### src/rtl/instr_fetch.sv
// Instruction fetch: assembles 1-3 word instructions from ROM and hands them to the decoder.
// Valid one cycle after the last word is captured; holds in S_HOLD with fetch stopped until instr_ready.
module instr_fetch #(
  parameter logic [15:0] RESET_PC = 16'hC000
) (
  input  logic        clk,
  input  logic        rst,
  input  logic [15:0] MDB_out,
  output logic [15:0] MAB_fetch,
  output logic        fetch_req,
  input  logic        PC_load,
  input  logic [15:0] PC_new,
  output logic        instr_valid,
  input  logic        instr_ready,
  output logic [15:0] IR,
  output logic [15:0] EXT_SRC,
  output logic [15:0] EXT_DST,
  output logic [1:0]  instr_len,
  output logic [15:0] instr_pc,
  output logic [15:0] PC_out,
  output logic        illegal
);

  typedef enum logic [1:0] {
    S_OP   = 2'd0,
    S_SRC  = 2'd1,
    S_DST  = 2'd2,
    S_HOLD = 2'd3
  } state_t;

  state_t      r_state;
  logic [15:0] r_pc;
  logic [15:0] r_ir;
  logic [15:0] r_ext_src;
  logic [15:0] r_ext_dst;
  logic [15:0] r_instr_pc;
  logic [1:0]  r_len;
  logic        r_need_dst;

  logic        w_fmt1;
  logic        w_fmt2;
  logic [3:0]  w_rs;
  logic [1:0]  w_as;
  logic        w_need_src;
  logic        w_need_dst;
  logic [1:0]  w_len;
  logic [15:0] w_pc_inc;

  // Jumps (001x) fall outside both formats and therefore decode as one word.
  assign w_fmt1     = (MDB_out[15:12] >= 4'h4);
  assign w_fmt2     = (MDB_out[15:10] == 6'b000100);
  assign w_rs       = w_fmt1 ? MDB_out[11:8] : MDB_out[3:0];
  assign w_as       = MDB_out[5:4];
  assign w_need_src = (w_fmt1 || w_fmt2) && (MDB_out != 16'h1300) &&
                      (((w_as == 2'b01) && (w_rs != 4'd3)) ||
                       ((w_as == 2'b11) && (w_rs == 4'd0)));
  assign w_need_dst = w_fmt1 && MDB_out[7];
  assign w_len      = 2'd1 + {1'b0, w_need_src} + {1'b0, w_need_dst};
  assign w_pc_inc   = r_pc + 16'd2;

  always_ff @(posedge clk or posedge rst) begin
    if (rst) begin
      r_state    <= S_OP;
      r_pc       <= RESET_PC & 16'hFFFE;
      r_ir       <= 16'h0000;
      r_ext_src  <= 16'h0000;
      r_ext_dst  <= 16'h0000;
      r_instr_pc <= 16'h0000;
      r_len      <= 2'd0;
      r_need_dst <= 1'b0;
    end else if (PC_load) begin
      // Redirect beats any capture or consume happening on the same edge.
      r_pc    <= PC_new & 16'hFFFE;
      r_state <= S_OP;
    end else begin
      case (r_state)
        S_OP: begin
          r_ir       <= MDB_out;
          r_instr_pc <= r_pc;
          r_pc       <= w_pc_inc;
          r_ext_src  <= 16'h0000;
          r_ext_dst  <= 16'h0000;
          r_len      <= w_len;
          r_need_dst <= w_need_dst;
          r_state    <= w_need_src ? S_SRC : (w_need_dst ? S_DST : S_HOLD);
        end
        S_SRC: begin
          r_ext_src <= MDB_out;
          r_pc      <= w_pc_inc;
          r_state   <= r_need_dst ? S_DST : S_HOLD;
        end
        S_DST: begin
          r_ext_dst <= MDB_out;
          r_pc      <= w_pc_inc;
          r_state   <= S_HOLD;
        end
        S_HOLD: begin
          if (instr_ready) r_state <= S_OP;
        end
        default: r_state <= S_OP;
      endcase
    end
  end

  assign MAB_fetch   = r_pc;
  assign PC_out      = r_pc;
  assign fetch_req   = (r_state != S_HOLD);
  assign instr_valid = (r_state == S_HOLD);
  assign illegal     = instr_valid && (r_ir[15:12] == 4'b0000);
  assign IR          = r_ir;
  assign EXT_SRC     = r_ext_src;
  assign EXT_DST     = r_ext_dst;
  assign instr_len   = r_len;
  assign instr_pc    = r_instr_pc;

endmodule
### config.mk
export PLATFORM = sky130hd
export DESIGN_NAME = instr_fetch
export DESIGN_NICKNAME = d
export VERILOG_FILES = /design/src/rtl/instr_fetch.sv
export SDC_FILE = /design/constraint.sdc
export NUM_CORES = 1
export LEC_CHECK = 0
export ABC_AREA = 1
export CAP_MARGIN = 10
export CORE_ASPECT_RATIO = 1.5
export CORE_MARGIN = 10
export CORE_UTILIZATION = 40
export CTS_BUF_LIST = sky130_fd_sc_hd__clkbuf_16
export DETAILED_ROUTE_END_ITERATION = 16
export GPL_TIMING_DRIVEN = 0
export HOLD_SLACK_MARGIN = 0.12
export PLACE_DENSITY_LB_ADDON = 0.1
export SLEW_MARGIN = 5
export SYNTH_ARGS = -nofsm -noshare
export SYNTH_HDL_FRONTEND = slang
export SYNTH_SLANG_ARGS = --single-unit
### constraint.sdc
create_clock -name clk -period 3.7 [get_ports clk]
set_input_delay 0.74 -clock clk [delete_from_list [all_inputs] [get_ports clk]]
set_output_delay 0.74 -clock clk [all_outputs]
set_load 0.05 [all_outputs]
Yosys cells after proc, flatten, opt, wreduce, memory -nomap -nowiden
Index checks and enable logic that the tools add are counted.
{"block": "classes", "n_addsub": 3, "n_lt_le_gt_ge": 1, "n_eq_ne": 10, "n_mux": 11, "n_bitwise": 1, "n_reduce_logical": 18}
{"operator": "$pmux 16 s2", "n": 2}
{"operator": "$mux 16", "n": 2}
{"operator": "$add 16x2->16 const B", "n": 1}
{"operator": "$ne 16x13->1 const B", "n": 1}
{"operator": "$logic_not 4->1", "n": 2}
{"operator": "$pmux 2 s4", "n": 1}
{"operator": "$eq 2x2->1 const B", "n": 3}
{"operator": "$eq 6x3->1 const B", "n": 1}
{"operator": "$logic_and 1x1->1", "n": 6}
{"operator": "$mux 2", "n": 3}
{"operator": "$reduce_and 2->1", "n": 3}
{"operator": "$reduce_bool 2->1", "n": 3}
{"operator": "$eq 2x1->1 const B", "n": 2}
{"operator": "$ge 4x3->1 const B", "n": 1}
{"operator": "$mux 4", "n": 1}
{"operator": "$ne 4x2->1 const B", "n": 1}
{"operator": "$ne 3x2->1 const B", "n": 1}
{"operator": "$reduce_or 3->1", "n": 1}
{"operator": "$add 1x1->2 const A", "n": 1}
{"operator": "$add 2x1->2", "n": 1}
{"operator": "$logic_not 2->1", "n": 1}
{"operator": "$logic_or 1x1->1", "n": 2}
{"operator": "$mux 1", "n": 2}
{"operator": "$ne 2x2->1 const B", "n": 1}
{"operator": "$not 1->1", "n": 1}
{"block": "totals", "register_bits": 85, "in_bits": 36, "elab_cells": 52}

Depth between registers and ports, before layout
Gate-level depths: netlist of run 1.
{"block": "depth", "word_depth": 9, "mapped_depth": 11}

Worst setup path before layout of run 1
No wires, ideal clock.
{"block": "synth_path", "kind": "reg2out", "startpoint": "register r_state[1]", "endpoint": "output illegal", "arrival_time_ps": 2500, "required_time_ps": 2960, "path_slack_ps": 460, "stages_incl_launch_ff": 4, "n_path_buf": 0, "path_cell_list": "dfrtp_1 > ha_1 > inv_1 > nor3b_1"}
{"block": "synth_between", "elab_chain_cells": 2}
{"item": "start: declaration", "line": "31", "source": "state_t r_state;"}
{"item": "start signal: assignment", "line": "85", "source": "r_state <= w_need_src ? S_SRC : (w_need_dst ? S_DST : S_HOLD);"}
{"item": "start signal: assignment", "line": "90", "source": "r_state <= r_need_dst ? S_DST : S_HOLD;"}
{"item": "$eq 2x2->1", "line": "108", "source": "assign instr_valid = (r_state == S_HOLD);"}
{"item": "via instr_valid", "line": "13", "source": "output logic instr_valid,"}
{"item": "$logic_and 1x1->1", "line": "109", "source": "assign illegal = instr_valid && (r_ir[15:12] == 4'b0000);"}
{"item": "end: declaration", "line": "21", "source": "output logic illegal"}
The timed path passes the listed nets, and every way through them passes these cells.

Worst setup path after layout of run 1
{"block": "layout_path", "startpoint": "register r_state[1]", "endpoint": "output illegal"}
{"block": "layout_between", "elab_chain_cells": 2}
{"item": "$eq 2x2->1", "line": "108"}
{"item": "$logic_and 1x1->1", "line": "109"}
Every way passes these cells.

==> results of run 1 <==
worst register-to-register path, cell delays in order (launching register included):
cell and delay (ps):
dfrtp_1 410, clkbuf_1 320, clkbuf_1 370, inv_1 120, ha_1 260, inv_1 100, nor2_2 70, inv_2 120
clkbuf_1 480, o21ai_0 170
registers in the layout, indices dropped and copies added, names as in the netlist:
register and flops:
instr_pc 15, MAB_fetch 15, EXT_SRC 16, r_state 2
r_need_dst 1, IR 16, EXT_DST 16, instr_len 2
cell usage after synthesis, types with 4 or more instances:
master    count
nand2_1     111
dfrtp_1      81
o21ai_0      73
inv_1        51
nand3_1      45
buf_4        19
nor2_1       16
clkbuf_1     13
buf_2         8
ha_1          8
o211ai_1      6
o21ai_1       6
a21oi_1       4
final timing paths:
path | startpoint | to | slack [ps] | depth (start not counted)
min | instr_pc[5]$_DFFE_PP0P_ | instr_pc[5]$_DFFE_PP0P_ | 490 | 2
min reg2reg | instr_pc[5]$_DFFE_PP0P_ | instr_pc[5]$_DFFE_PP0P_ | 490 | 2
min in group asynchronous | rst | instr_pc[2]$_DFFE_PP0P_ | 700 | 2
max in group asynchronous | rst | MAB_fetch[14]$_DFFE_PP1N_ | 2360 | 3
max | r_state[1]$_DFFE_PP0P_ | illegal | 870 | 4
max reg2reg | r_state[0]$_DFFE_PP0P_ | instr_pc[9]$_DFFE_PP0P_ | 1140 | 9
per-layer routing:
metal | part of all wire, % | vias up | wire length (um) | GRT usage, %
met1 | 35 | 1769 | 4380 | 17.9
met5 | 0 | - | 0 | 0
li1 | - | 1782 | - | -
met2 | 55 | 110 | 6860 | 32.4
met4 | 1.8 | 0 | 219 | 6.33
met3 | 8.1 | 12 | 1010 | 6.32
power by group:
part / total [W] / internal (W) / switching (W)
clock network: 0.00100 / 0.000606 / 0.000397
logic: 0.00313 / 0.000974 / 0.00216
registers: 0.00154 / 0.00128 / 0.000260
through the flow:
step	setup WS, ps	hold WS (ps)	area [um^2]
final	868	487	5780
after global routing	781	504	5780
after CTS	848	490	5780
after detailed placement	1140	474	5450
after global placement	-530	465	5420
after floorplan	460	505	3960
logic make-up (layout without fill, tap and decap cells):
| family | count (synthesis) | count (layout) |
|---|---|---|
| AOI/OAI and AO/OA | 92 | 92 |
| xor gates and xnor gates | 2 | 2 |
| adders and majority gates | 8 | 8 |
| buffers and inverters | 93 | 241 |
| DFF | 83 | 83 |
| other | 1 | 3 |
| and+or+nand+nor | 189 | 189 |
layout make-up:
cell class                 instances  area [um^2]
buffer                            40          231
clock buffer                       9          225
multi-input combinational        294         1450
fill                             888         3910
clock inverter                     7          109
sequential                        83         2080
timing repair buffer             132         1340
inverter                          53          201
tap                              115          144
==> metrics, run 1 <==
PD cells=roughly 980 mW/mm^2; initial antenna violation count=0; leading cell types in the layout, fill and taps excluded=clkdlybuf4s50_1, nand2_1, dfrtp_1, o21ai_0, inv_1; Design Power=0.00567 W; worst endpoint required time=slightly below 3000 ps; DIE HEIGHT=142 um; Final Wtd Congestion=around 0.85; # nets final=roughly 660; share of layout cells above drive strength 1=9.87%; Slowest cell on crit path=clkdlybuf4s50_1; hold_buf cts=0; Final Max Slew Viols=0; via count=3,673; TritonCTS clock tree=yes; CTS Sinks=83; Crit path buffers/inverters=2; post-synth top area share=51.2%; post-DR vias/cell=5.01; most common cell after layout, fill and taps aside=clkdlybuf4s50_1; status=complete, no violations; largest area contributor in the netlist=dfrtp_1; crit-path max cell delay=slightly above 800 ps; main combinational cell family by area after synthesis=simple AND/OR/NAND/NOR gates; Core Box Area=0.00969 mm^2; Leak=between 2 and 3 nW; synthesis-stage register bit count=83; XOR/XNOR Fraction of Synth Area=0.443%; Final Hold Vio Count=0; compound-cell area share of the yosys netlist=12.3%; post-cts resize count=0; Die X=101 um; final design utilization=59.7%; RSZ-0062 raised after global routing=no; distinct cell type count after synthesis=29; final setup vio count=0; antenna viol nets, final=0; total grt overflow=0; endpoint class of the critical path=output pin; CTS Buf Count=9; final instance count without filler cells=733; I/O pins=approximately 140; Post-synth EDFFs=0; period utilization=76.6%; Crit Path Max Fanout=5; hold crit path type=flip-flop to flip-flop; sequential area share after synthesis=52.6%; IO Port Bufs=131; maximum clock rate=353 MHz; worst-margin pin slew=585 ps; clock buffer depth=2; DP HPWL=about 9900 um; GR Util All Layers=between 10% and 20%; setup TNS=0 ps; Synth area leaders=dfrtp_1, nand2_1, o21ai_0, nand3_1, inv_1; Skew-Pair Late Insertion Delay=340 ps; Rows=44; WL final=~12,000 um; Post-Synth Adder-Cell Area=2.53%; slew margin rel.=61.0%; kind of critical path=flip-flop to output pin; DR pass1 iterations=4; simple-gate share of the synthesized area=21.2%; CP Launch Type=flip-flop; 1st-iter DRT viols=127; die area=0.0144 mm^2; Worst-path clk slew=about 60 ps; Initial Util=40.8%; ANT cells=0; CP Cell Sequence=ha_1 -> inv_1 -> nor3b_1 -> clkdlybuf4s50_1; YS warnings=0; first-pass GRT wire length=a little over 20,000 um; Crit path max-delay family=buffers and inverters; Avg Inst Size Synth=roughly 8.5 um^2; top_reg_cell synth=dfrtp_1; setup bufs post-CTS=0; # DRC=0; Worst Path Arrival=roughly 2100 ps; VDD IR-drop max=0.781 mV; wire per inst=17.0 um; asr flop ratio synth=100%; post-synthesis mux area share=0%; post-synthesis cell area=0.00396 mm^2; Final min period=2830 ps; CTS H-tree lvls=3; vias in the first global route=3,897; Max Cap Viol=0; largest net degree at the start of global routing=66; root buffer cell=clkbuf_16; dpl cells=717; Layout area overhead=46.2%; synthesized instance count=468; Final Skew=2.56 ps
(Power assumes the default switching activity.)
==> run 2, diff against run 1 <==
clock period = 2.7 ns   (was 3.7 ns; I/O delays follow)
==> run 2 against run 1 <==
- register-to-register slack lost 870 ps
- sequential power rose by 37%
- clock power up 18%
- worst hold slack lost 4.5 ps
- first-iteration DRC count increased by 47%
- cell area down 0.67%
==> metrics, run 2 (synthesis gave the netlist of run 1 again) <==
status=complete, no violations; Crit path buffers/inverters=2; Final Skew=6.31 ps; Worst Path Arrival=2020 ps; leading cell types in the layout, fill and taps excluded=clkdlybuf4s50_1, nand2_1, dfrtp_1, o21ai_0, inv_1; vias in the first global route=3,808; CTS Buf Count=9; initial antenna violation count=0; Initial Util=a little over 40%; DIE HEIGHT=142 um; PD cells=1320 mW/mm^2; Slowest cell on crit path=clkdlybuf4s50_1; Crit path max-delay family=buffers and inverters; slew margin rel.=62.1%; register area=roughly 0.0021 mm^2; first-pass GRT wire length=20,100 um; Worst-path clk slew=70 ps; final setup vio count=0; I/O pins=137; multi-input logic area=around 0.0015 mm^2; RSZ-0062 raised after global routing=no; Rows=44; root buffer cell=clkbuf_16; final worst slack=143 ps; # DRC=0; Layout area overhead=45.2%; IO Port Bufs=approximately 130; antenna viol nets, final=0; WL final=12,600 um; dpl cells=717; post-DR vias/cell=4.95; 1st-iter DRT viols=187; DP HPWL=9960 um; via count=roughly 3,600; CTS Sinks=between 80 and 90; TritonCTS clock tree=yes; FILL cells=892; Leak=2.75 nW; Final Wtd Congestion=0.810; CP Launch Type=flip-flop; DR pass1 iterations=4; GR Util All Layers=17.8%; hold crit path type=flip-flop to flip-flop; final instance count without filler cells=about 730; most common cell after layout, fill and taps aside=clkdlybuf4s50_1; period utilization=94.7%; dpl ws=142 ps; largest net degree at the start of global routing=65; Die X=a little over 100 um; worst-margin pin slew=566 ps; share of layout cells above drive strength 1=around a tenth; Final Hold Vio Count=0; ANT cells=0; clock buffer depth=2; final design utilization=59.3%; Crit Path Max Fanout=4; crit-path max cell delay=approximately 850 ps; Core Box Area=0.00969 mm^2; kind of critical path=flip-flop to output pin; die area=0.0144 mm^2; CTS H-tree lvls=3; wire per inst=17.2 um; # nets final=about 660; Skew-Pair Late Insertion Delay=approximately 340 ps; maximum clock rate=391 MHz; total grt overflow=0; VDD IR-drop max=0.776 mV; worst endpoint required time=2160 ps; Max Cap Viol=0; setup TNS=0 ps; setup bufs post-CTS=0; endpoint class of the critical path=output pin; Final Max Slew Viols=0; flop-to-flop setup slack=270 ps; Final min period=2560 ps; CP Cell Sequence=ha_1 -> inv_1 -> clkdlybuf4s50_1
==> run 2: cell type report <==
| class | count | share of cell area, % |
|---|---|---|
| Sequential cell | 83 | 36.2 |
| Multi-Input combinational cell | 294 | 25.4 |
| Timing Repair Buffer | 132 | 23.4 |
| Buffer | 40 | 4.07 |
| Clock buffer | 9 | 3.92 |
| Inverter | 53 | 3.51 |
| Tap cell | 115 | 2.50 |
| Clock inverter | 7 | 1.05 |
==> run 2: final timing paths <==
kind,startpoint,cells past startpoint,to
worst max-delay path,r_state[0]$_DFFE_PP0P_,3,fetch_req
worst min-delay path,instr_pc[11]$_DFFE_PP0P_,2,instr_pc[11]$_DFFE_PP0P_
worst max register to register,r_state[0]$_DFFE_PP0P_,10,IR[10]$_DFFE_PP0P_
worst min register to register,instr_pc[11]$_DFFE_PP0P_,2,instr_pc[11]$_DFFE_PP0P_
max in group asynchronous,rst,3,MAB_fetch[15]$_DFFE_PP1N_
min in group asynchronous,rst,2,instr_pc[4]$_DFFE_PP0P_
==> run 2: per-stage QoR <==
stage / hold WS (ps) / area, um^2 / power [W]
final: 482 / 5740 / 0.00760
after global routing: 510 / 5740 / 0.00800
after CTS: 489 / 5740 / 0.00767
after detailed placement: 472 / 5450 / 0.00647
after global placement: 465 / 5420 / 0.00640
after floorplan: 505 / 3970 / 0.00490
==> run 2: worst min-delay path: cells and delay by family (launching register included) <==
| family | cells | cell delay, ps |
|---|---|---|
| simple gates | 1 | 50 |
| flops | 1 | 340 |
| compound gates | 1 | 60 |
==> run 2: repair_timing <==
action                     in CTS  in global routing
setup endpoints to repair       0                 13
hold endpoints to repair        0                  0
resized for setup               0                  6
hold buffers                    0                  0
==> run 2: report_power, final <==
group	switching (W)	leakage, nW	total [W]	internal, W
Combinational	0.00296	1.55	0.00430	0.00134
Sequential	0.000362	1.06	0.00211	0.00175
Clock	0.000541	0.138	0.00118	0.000641
Total	0.00387	2.75	0.00760	0.00373
==> run 2: metal layers <==
layer,up-vias,wire length (um),track usage (%)
li1,1775,-,-
met1,1703,4380,17.8
met2,132,6730,31.2
met3,19,1140,6.95
met4,0,383,7.87
met5,-,0,0
